$ cat src/rtl/pipe_pkg.sv
// pipe_pkg -- shared definitions for the pipeline-stage buffer family.
//   occ_t                      : occupancy encoding (entries held by a stage buffer)
//   OCC_EMPTY/OCC_ONE/OCC_FULL : legal occupancy values
//   NOP_WORD                   : payload value that decodes as a bubble downstream
package pipe_pkg;
   typedef logic [1:0] occ_t;

   localparam occ_t OCC_EMPTY = 2'd0;
   localparam occ_t OCC_ONE   = 2'd1;
   localparam occ_t OCC_FULL  = 2'd2;

   localparam int NOP_WORD = 0;
endpackage

$ cat src/rtl/pipe_stage_buf_sat_counter.sv
// sat_counter -- saturating up-counter for performance profiling.
//   clk   in  clock
//   rst   in  synchronous active-high clear
//   inc   in  count this cycle
//   count out current value; sticks at all-ones instead of wrapping
module sat_counter #(
   parameter int W = 16
) (
   input  logic         clk,
   input  logic         rst,
   input  logic         inc,
   output logic [W-1:0] count
);
   logic [W-1:0] count_reg;

   always_ff @(posedge clk) begin
      if (rst)
         count_reg <= '0;
      else if (inc && (count_reg != {W{1'b1}}))
         count_reg <= count_reg + 1'b1;
   end

   assign count = count_reg;
endmodule

$ cat src/rtl/pipe_stage_buf.sv
// pipe_stage_buf -- generic pipeline-stage register with valid/ready handshake
// and a 2-entry skid buffer (main register + skid register).
//   clk, rst            clock / synchronous active-high reset
//   flush               squash every buffered entry; same-cycle input is dropped
//   in_valid/in_ready   upstream handshake; in_ready is a flop
//   in_data             upstream payload
//   out_valid/out_ready downstream handshake
//   out_data            downstream payload (always the main register)
//   occupancy           entries held, 0..2
//   stall_cnt           saturating count of cycles with out_valid && !out_ready
module pipe_stage_buf
   import pipe_pkg::*;
#(
   parameter int DATA_W         = 32,
   parameter bit CLEAR_ON_FLUSH = 1'b1,
   parameter int CNT_W          = 16
) (
   input  logic              clk,
   input  logic              rst,
   input  logic              flush,
   input  logic              in_valid,
   output logic              in_ready,
   input  logic [DATA_W-1:0] in_data,
   output logic              out_valid,
   input  logic              out_ready,
   output logic [DATA_W-1:0] out_data,
   output logic [1:0]        occupancy,
   output logic [CNT_W-1:0]  stall_cnt
);
   localparam logic [DATA_W-1:0] NOP = DATA_W'(NOP_WORD);

   occ_t              occ_reg, occ_next;
   logic [DATA_W-1:0] main_reg, main_next;
   logic [DATA_W-1:0] skid_reg, skid_next;
   logic              in_ready_reg, in_ready_next;
   logic              in_xfer, out_xfer;

   assign out_valid = (occ_reg != OCC_EMPTY);
   assign in_xfer   = in_valid && in_ready_reg;
   assign out_xfer  = out_valid && out_ready;

   always_comb begin
      occ_next  = occ_reg;
      main_next = main_reg;
      skid_next = skid_reg;
      if (flush) begin
         occ_next = OCC_EMPTY;
         if (CLEAR_ON_FLUSH) begin
            main_next = NOP;
            skid_next = NOP;
         end
      end else begin
         case (occ_reg)
            OCC_EMPTY: begin
               if (in_xfer) begin
                  main_next = in_data;
                  occ_next  = OCC_ONE;
               end
            end
            OCC_ONE: begin
               if (in_xfer && out_xfer) begin
                  main_next = in_data;
               end else if (in_xfer) begin
                  // Downstream stalled: park the new word behind the main one.
                  skid_next = in_data;
                  occ_next  = OCC_FULL;
               end else if (out_xfer) begin
                  occ_next = OCC_EMPTY;
                  if (CLEAR_ON_FLUSH)
                     main_next = NOP;
               end
            end
            OCC_FULL: begin
               // in_ready is low here, so only the drain side can move.
               if (out_xfer) begin
                  main_next = skid_reg;
                  occ_next  = OCC_ONE;
               end
            end
            default: begin
               occ_next = OCC_EMPTY;
            end
         endcase
      end
      // Ready is decided from the state we are about to enter, which keeps
      // it a flop with no combinational path from out_ready.
      in_ready_next = (occ_next < OCC_FULL);
   end

   always_ff @(posedge clk) begin
      if (rst) begin
         occ_reg      <= OCC_EMPTY;
         main_reg     <= NOP;
         skid_reg     <= NOP;
         in_ready_reg <= 1'b1;
      end else begin
         occ_reg      <= occ_next;
         main_reg     <= main_next;
         skid_reg     <= skid_next;
         in_ready_reg <= in_ready_next;
      end
   end

   sat_counter #(.W(CNT_W)) u_stall_cnt (
      .clk   (clk),
      .rst   (rst),
      .inc   (out_valid && !out_ready),
      .count (stall_cnt)
   );

   assign in_ready  = in_ready_reg;
   assign out_data  = main_reg;
   assign occupancy = occ_reg;

   a_occ_range: assert property (@(posedge clk) disable iff (rst) occ_reg <= OCC_FULL);
   a_ready_occ: assert property (@(posedge clk) disable iff (rst)
                                 in_ready_reg == (occ_reg < OCC_FULL));
endmodule

$ cat config.mk
export PLATFORM = sky130hd
export DESIGN_NAME = pipe_stage_buf
export DESIGN_NICKNAME = d
export VERILOG_FILES = /design/src/rtl/pipe_pkg.sv /design/src/rtl/pipe_stage_buf_sat_counter.sv /design/src/rtl/pipe_stage_buf.sv
export SDC_FILE = /design/constraint.sdc
export NUM_CORES = 1
export LEC_CHECK = 0
export CAP_MARGIN = 20
export CORE_UTILIZATION = 45
export DETAILED_ROUTE_END_ITERATION = 10
export GPL_ROUTABILITY_DRIVEN = 0
export MAX_ROUTING_LAYER = met4
export PLACE_DENSITY = 0.77
export SYNTH_ARGS = -nofsm -noshare
export SYNTH_HDL_FRONTEND = slang
export SYNTH_SLANG_ARGS = --single-unit
export TNS_END_PERCENT = 20
$ cat constraint.sdc
create_clock -name clk -period 2.8 [get_ports clk]
set_input_delay 0.42 -clock clk [delete_from_list [all_inputs] [get_ports clk]]
set_output_delay 0.42 -clock clk [all_outputs]
set_load 0.05 [all_outputs]
* Word level (Yosys, flattened, before mapping) *
Cells that the tools add are included.

storage, ports and cells
  flip-flop bits (word level) = 83
  bits in latches = 0
  bits in writable memories = 0
  bits in read-only memories = 0
  output and inout bits = 52
  logic and storage cells = 40
  memories kept = 0

cells by class
  $add $sub $neg = 1
  multipliers = 0
  div/mod/pow operators = 0
  $lt $le $gt $ge = 1
  equality and inequality tests = 7
  shift-type cells = 0
  mux-type cells = 13
  bitwise operators = 1
  reductions and logical operators = 12

operators with widths
  operator                                                               count
  32-bit two-way mux                                                     5
  32-bit case mux with 3 select lines                                    1
  16-bit by 1-bit adder with 16-bit output, second input constant        1
  16-bit != test, second input constant                                  1
  2-bit two-way mux                                                      6
  3-bit != test, second input constant                                   2
  2-bit case mux with 3 select lines                                     1
  1-bit logical AND                                                      5
  5-bit AND reduction                                                    1
  2-bit != test, second input constant                                   2
  3-bit AND reduction                                                    1
  3-bit nonzero test                                                     1
  2-bit by 1-bit equality test with 1-bit output, second input constant  1
  2-bit equality test, second input constant                             1
  2-bit zero test                                                        1
  2-bit < comparator, second input constant                              1
  2-bit nonzero test                                                     1
  2-bit OR reduction                                                     1
  1-bit zero test                                                        1
  1-bit NOT                                                              1

* Depth between registers and ports, before layout *
Gate-level depths: netlist (run 1).

  depth after elaboration = 8
  mapped depth = 8
  mapped depth without buffers = 6

* Cells and area by module *
Synthesis (run 1) repeated with hierarchy kept, for this count alone.

unflattened totals
  cells, all modules = 419
  area total of the unflattened synthesis = 3747.3 µm²

modules (own cells, without submodules)
  module          times used  cells an instance  area each (µm²)  seq. area each (µm²)
  pipe_stage_buf  1           320                2899.0           1341.3
  sat_counter     1           99                 848.3            320.3

* Least setup slack after synthesis (run 1) *
No wires, ideal clock.

  kind = reg-to-reg
  from = register occ_reg[0], in the netlist occupancy[0]
  to = register u_stall_cnt.count_reg[10], in the netlist u_stall_cnt.count[10]
  setup time = 0.121 ns
  data arrival time = 2.393 ns
  path slack = 0.286 ns
  cell stages (with the launch flop) = 8
  cells stage by stage = dfxtp_1 -> inv_1 -> ha_1 -> clkbuf_1 -> nor3b_1 -> nand3_1 -> nor4_1 -> mux2_2

between the ends
  longest elaborated chain between the ends = 3

RTL lines
  element                   line                              RTL
  start: declaration        pipe_stage_buf.sv:32              occ_t occ_reg, occ_next;
  start signal: assignment  pipe_stage_buf.sv:97              occ_reg <= occ_next;
  2-bit nonzero test        pipe_stage_buf.sv:38              assign out_valid = (occ_reg != OCC_EMPTY);
  1-bit logical AND         pipe_stage_buf.sv:107             .inc (out_valid && !out_ready),
  1-bit logical AND         pipe_stage_buf_sat_counter.sv:19  else if (inc && (count_reg != {W{1'b1}}))
  end signal: assignment    pipe_stage_buf_sat_counter.sv:20  count_reg <= count_reg + 1'b1;
  end: declaration          pipe_stage_buf_sat_counter.sv:14  logic [W-1:0] count_reg;

No other way between the ends.
A chain may end at the register's enable or synchronous reset.

* Worst setup path after layout (run 1) *
  from = register occ_reg[0], in the netlist occupancy[0]
  to = output out_valid

between the ends
  longest elaborated chain between the ends = 1

RTL lines
  element             line                  RTL
  2-bit nonzero test  pipe_stage_buf.sv:38
  end: declaration    pipe_stage_buf.sv:24  output logic out_valid,

No other way between the ends.

==> run metrics, run 1 <==
Leak 1.565 nW; Slowest-stage cell, CP clkdlybuf4s50_1; Hold WS 0.4590 ns; post-layout util 62.90%; power share of the combinational group 12.8%; syn_area_per_cell 8.215 sq um; CP bufs+invs 3; Post-CTS Hold Fix Bufs 0; Yosys reg bits 83; Post-CTS Setup Inserts 0; startpoint types register; per-cell routed wire length 15.74 um; root buffer cell clkbuf_8; initial DRC count 260; Die H 93.04 um; Sinks on Clock Net 83; Post-Synth Simple-Gate Area 20.73%; initial antenna violation count 0; Reg power frac 44.0%; total gr overflow 0; row cnt 32; Max clock buf depth 2; Synth cell types 40; final net count 567; DR DRC count 0; CP Capture Type output pin; placed inst area 4683 sq um; area leader, netlist dfxtp_1; worst stage delay on the critical path 0.79 ns; post-synthesis xor/xnor area fraction 0%; commonest non-fill, non-tap cell in the layout clkdlybuf4s50_1; most area-consuming cells after synthesis dfxtp_1 (45%), a221oi_1 (7.5%), nand2_1 (7.4%); drt pass-1 iters 5; Sw Share 23.93%; syn nets 496; unrepaired setup endpoints after global routing no; CTS Buf Count 9; Max Slew Vio Count 0; Worst Tran Pin Value 0.9366 ns; Internal 2.114 mW; htree depth 3; post-synthesis mux area share 1.174%; diode count 0; final instance area 4961 sq um; complex-gate fraction of the synthesized area 24.09%; Switching Power 0.6652 mW; pre-CTS WS 0.2768 ns; Max Cap Viol 0; Die ar. 8656 sq um; Filler cells 672; Routed Antenna Nets 0; maximum VDD drop 343.7 uV; Worst EP required 2.38 ns; largest net degree at the start of global routing 51; dpl hpwl 6.260 mm; Layout area overhead 33.01%; vias in the first global route 3,408; synth warn 0; ys flop type dfxtp_1; Pwr Density 560.3 nW/um^2; Setup WS post-layout 0.3172 ns; Skew-Pair Late Insertion Delay 0.35 ns; post_cts resized 0; largest family of logic cells by synthesized area compound AO/OA/AOI/OAI gates; Buffers on Ports 88; routed via count 3,676; Arr. time, crit path 2.06 ns; GRT Util Overall 24.08%; final wirelength 9.935 mm; fraction of registers with async set/reset 0%; clock share of power 43.1%; Total Power 2.780 mW; critical path type reg2out; Core Region 7888 sq um; Cell Chain, Critical Path inv_1, ha_1, inv_1, clkdlybuf4s50_1; Seq/Total Area, Yosys 44.55%; most frequent cells in the layout clkdlybuf4s50_1 (88), dfxtp_1 (83), nand2_1 (74); Hold Violations, Final 0; max frequency 402.8 MHz; CP most frequent cell inv_1; EDFF count, synth 0; cell area after synthesis 3730 sq um; fin crit period 2.483 ns; CP max FO 12; Tcrit/Tclk final 88.67%; Min-Delay Path Class reg2reg; Slew Limit Headroom 37.56%; post-route insts no fill 631; setup TNS 0 ns; Placed Cells 616; CTS clock-pin slew for the worst setup and hold paths 0.08 ns; Ports 89; die width 93.04 um; Setup Viol. Count Final 0; DR vias/cell 5.826; post-synthesis adder-cell area fraction 1.677%; share of layout cells above drive strength 1 7.183%; Syn Inst Count 454; CP top delay family buffers and inverters; post-synth top area share 44.55%; status finished clean; first-pass GRT wire length 16.17 mm; Setup Skew 0.007701 ns; CTS tree done; Initial Util 47.29%
## worst paths after layout
kind                              startpoint               endpoint  slack, ns  cells after the start
worst max-delay path            occupancy[0]              out_valid       0.32                      4
worst min-delay path            skid_reg[13]           skid_reg[13]       0.46                      2
worst max register to register  occupancy[0]  u_stall_cnt.count[13]       0.40                      6
worst min register to register  skid_reg[13]           skid_reg[13]       0.46                      2
## power by group through the flow
stage / combinational (mW) / sequential, mW / clock (mW)
detailed placement: 0.354 / 1.25 / 0
floorplan: 0.123 / 1.34 / 0
global placement: 0.351 / 1.25 / 0
global route: 0.378 / 1.23 / 1.27
finish: 0.356 / 1.22 / 1.20
CTS: 0.356 / 1.22 / 1.21
## final cells by class
cell class / instances / area [sq um] / area share (%)
multi-input combinational: 294 / 1784 / 35.96
inverter: 37 / 138.9 / 2.799
clock inverter: 5 / 150.1 / 3.026
timing repair buffer: 100 / 970.9 / 19.57
tap: 102 / 127.6 / 2.573
sequential: 83 / 1662 / 33.49
clock buffer: 10 / 127.6 / 2.573
## worst register-to-register path, cell delays in order, from the launching register on
cell and delay, ns:
dfxtp_1 0.42, inv_1 0.09, ha_1 0.32, and4bb_1 0.35, or4b_4 0.50, or4_1 0.51, a21oi_1 0.14
## cell families after synthesis
| family | after synthesis |
|---|---|
| compound gates | 127 |
| mux | 4 |
| simple gates | 158 |
| buf+inv | 77 |
| fa+ha+maj | 5 |
| flops | 83 |
## synthesized netlist by cell type, drive strengths merged (2+ instances only)
master,instances
ha,5
a21oi,41
a221oi,32
dfxtp,83
nor4,2
o31ai,5
or3,4
nand2b,4
o21ai,4
or4,5
nor2b,4
or2,2
and3,2
mux2,3
nor4b,2
a211oi,35
nand3,38
nor3,6
o21ba,2
inv,37
nand4,3
nand2,74
clkbuf,39
nor2,9
## layer usage
metal	vias up	global-route usage (%)	wire [um]
li1	1773	-	-
met1	1744	30.03	4459
met2	146	37.50	4574
met3	13	6.748	778
met4	0	8.333	123
met5	-	-	0
Power figures use the tool's default switching activity.
==> run 2, diff against run 1 <==
==> constraint.sdc (replaced) <==
create_clock -name clk -period 2.65 [get_ports clk]
set_input_delay 0.3975 -clock clk [delete_from_list [all_inputs] [get_ports clk]]
set_output_delay 0.3975 -clock clk [all_outputs]
set_load 0.05 [all_outputs]
==> run 2 against run 1 <==
Via count increased by 0.60%. Highest routed layer unchanged. Critical path type unchanged. Total power down 5.4%. Global-route usage is 0.82 points higher. Register-to-register slack worse by 0.10 ns. Non-clock buffer count is 3 higher. Sequential share of layout area rose by 0.28 points.
==> run metrics, run 2 (same netlist as run 1, synthesis figures left out) <==
per-cell routed wire length 15.54 um (-1.3%); R2R cell count 6 (unchanged); Pwr Density 534.7 nW/um^2 (-4.6%); Setup Viol. Count Final 0 (unchanged); max frequency 395.3 MHz; Post-CTS Hold Fix Bufs 0 (unchanged); routed via count 3,698 (+0.60%); Initial Util 47.29% (unchanged); startpoint types register; Core Region 7888 sq um (unchanged); Buffers on Ports 88 (unchanged); critical path type reg2out; DR vias/cell 5.824 (about the same); final instance area 4920 sq um (-0.83%); total gr overflow 0 (unchanged); Max clock buf depth 2 (unchanged); Total Power 2.631 mW (-5.4%); root buffer cell clkbuf_8; Worst EP required 2.25 ns (-0.13 ns); register area 1662 sq um (unchanged); Skew-Pair Late Insertion Delay 0.35 ns (about the same); htree depth 3 (unchanged); Register-to-Register Setup Slack 0.30 ns (-0.10 ns); CTS clock-pin slew for the worst setup and hold paths 0.08 ns (about the same); Arr. time, crit path 2.13 ns (+0.07 ns); diode count 0 (unchanged); DR DRC count 0 (unchanged); most frequent cells in the layout clkdlybuf4s50_1 (88), dfxtp_1 (83), nand2_1 (74); Max Cap Viol 0 (unchanged); Hold Violations, Final 0 (unchanged); Min-Delay Endpoint skid_reg[20]; WHS Path Cells 2 (unchanged); Max Slew Vio Count 0 (unchanged); final wirelength 9.866 mm (-0.69%); RR Startpoint occupancy[0]; CP max FO 7 (-5); maximum VDD drop 301.1 uV (-12%); commonest non-fill, non-tap cell in the layout clkdlybuf4s50_1; first-pass GRT wire length 16.62 mm (+2.8%); unrepaired setup endpoints after global routing no; Leak 1.544 nW (-1.3%); Worst Tran Pin Value 0.7177 ns (-0.2190 ns); Sinks on Clock Net 83 (unchanged); Setup Skew 0.007419 ns (-0.0002819 ns); post_cts resized 0 (unchanged); post-route insts no fill 635 (+0.63%); Slew Limit Headroom 51.76% (+14 points); Placed Cells 619 (+0.49%); Ports 89 (unchanged); placed inst area 4706 sq um (+0.48%); die width 93.04 um (unchanged); CTS Buf Count 9 (unchanged); Filler cells 670 (-0.30%); largest net degree at the start of global routing 49 (-3.9%); Hold Startpoint skid_reg[20]; Die H 93.04 um (unchanged); final net count 570 (+0.53%); CP Capture Type output pin; share of layout cells above drive strength 1 7.880% (+0.70 points); initial DRC count 298 (+15%); Multi-input gate area 1784 sq um (unchanged); Tcrit/Tclk final 95.45%; Routed Antenna Nets 0 (unchanged); drt pass-1 iters 4 (-1); dpl hpwl 6.421 mm (+2.6%); setup TNS 0 ns (unchanged); initial antenna violation count 0 (unchanged); vias in the first global route 3,405 (-0.088%); Die ar. 8656 sq um (unchanged); row cnt 32 (unchanged); reg-to-reg endpoint out_data[22]; post-layout util 62.37% (-0.52 points); Post-CTS Setup Inserts 0 (unchanged); GRT Util Overall 24.90% (+0.82 points); fin crit period 2.530 ns; status finished clean; Min-Delay Path Class reg2reg; CTS tree done; Layout area overhead 31.90%
[run 2: worst max-delay path, stage by stage (launching register included)]
cell and delay, ns:
dfxtp_1 0.42, inv_1 0.09, ha_1 0.27, buf_4 0.18, inv_1 0.05, clkdlybuf4s50_1 0.79
[run 2: final cells by class]
cell class,instances,share of cell area [%]
Clock buffer,13,3.433
Clock inverter,3,0.9156
Inverter,37,2.823
Multi-Input combinational cell,294,36.27
Sequential cell,83,33.77
Tap cell,102,2.594
Timing Repair Buffer,103,20.19
[run 2: worst max-delay path by stage]
| stage | slack, ns | cells past startpoint | startpoint | to |
|---|---|---|---|---|
| 3_5_place_dp | 0.16 | 5 | out_ready | u_stall_cnt.count[13] |
| 4_1_cts | 0.12 | 5 | occupancy[0] | out_valid |
| 3_3_place_gp | 0.18 | 5 | out_ready | u_stall_cnt.count[13] |
| 5_1_grt | 0.009 | 5 | occupancy[0] | out_valid |
| 6_report | 0.12 | 5 | occupancy[0] | out_valid |
| 2_1_floorplan | 0.14 | 7 | occupancy[0] | u_stall_cnt.count[10] |
[run 2: metal layers]
metal | GRT usage [%] | share of wire [%]
met1 | 32.23 | 44
met2 | 39.52 | 48
met3 | 4.715 | 6.5
met4 | 7.692 | 1.1
met5 | - | 0
[run 2: stage by stage]
step,hold slack (ns),setup slack [ns]
after global routing,0.4785,0.009389
after detailed placement,0.4469,0.1619
after floorplan,0.4366,0.1361
after CTS,0.4581,0.1199
final,0.4585,0.1205
after global placement,0.4418,0.1787
[run 2: power breakdown]
part           total [mW]  switching, mW  internal (mW)
registers            1.29         0.0187           1.28
logic               0.375          0.230          0.146
clock network       0.961          0.447          0.513
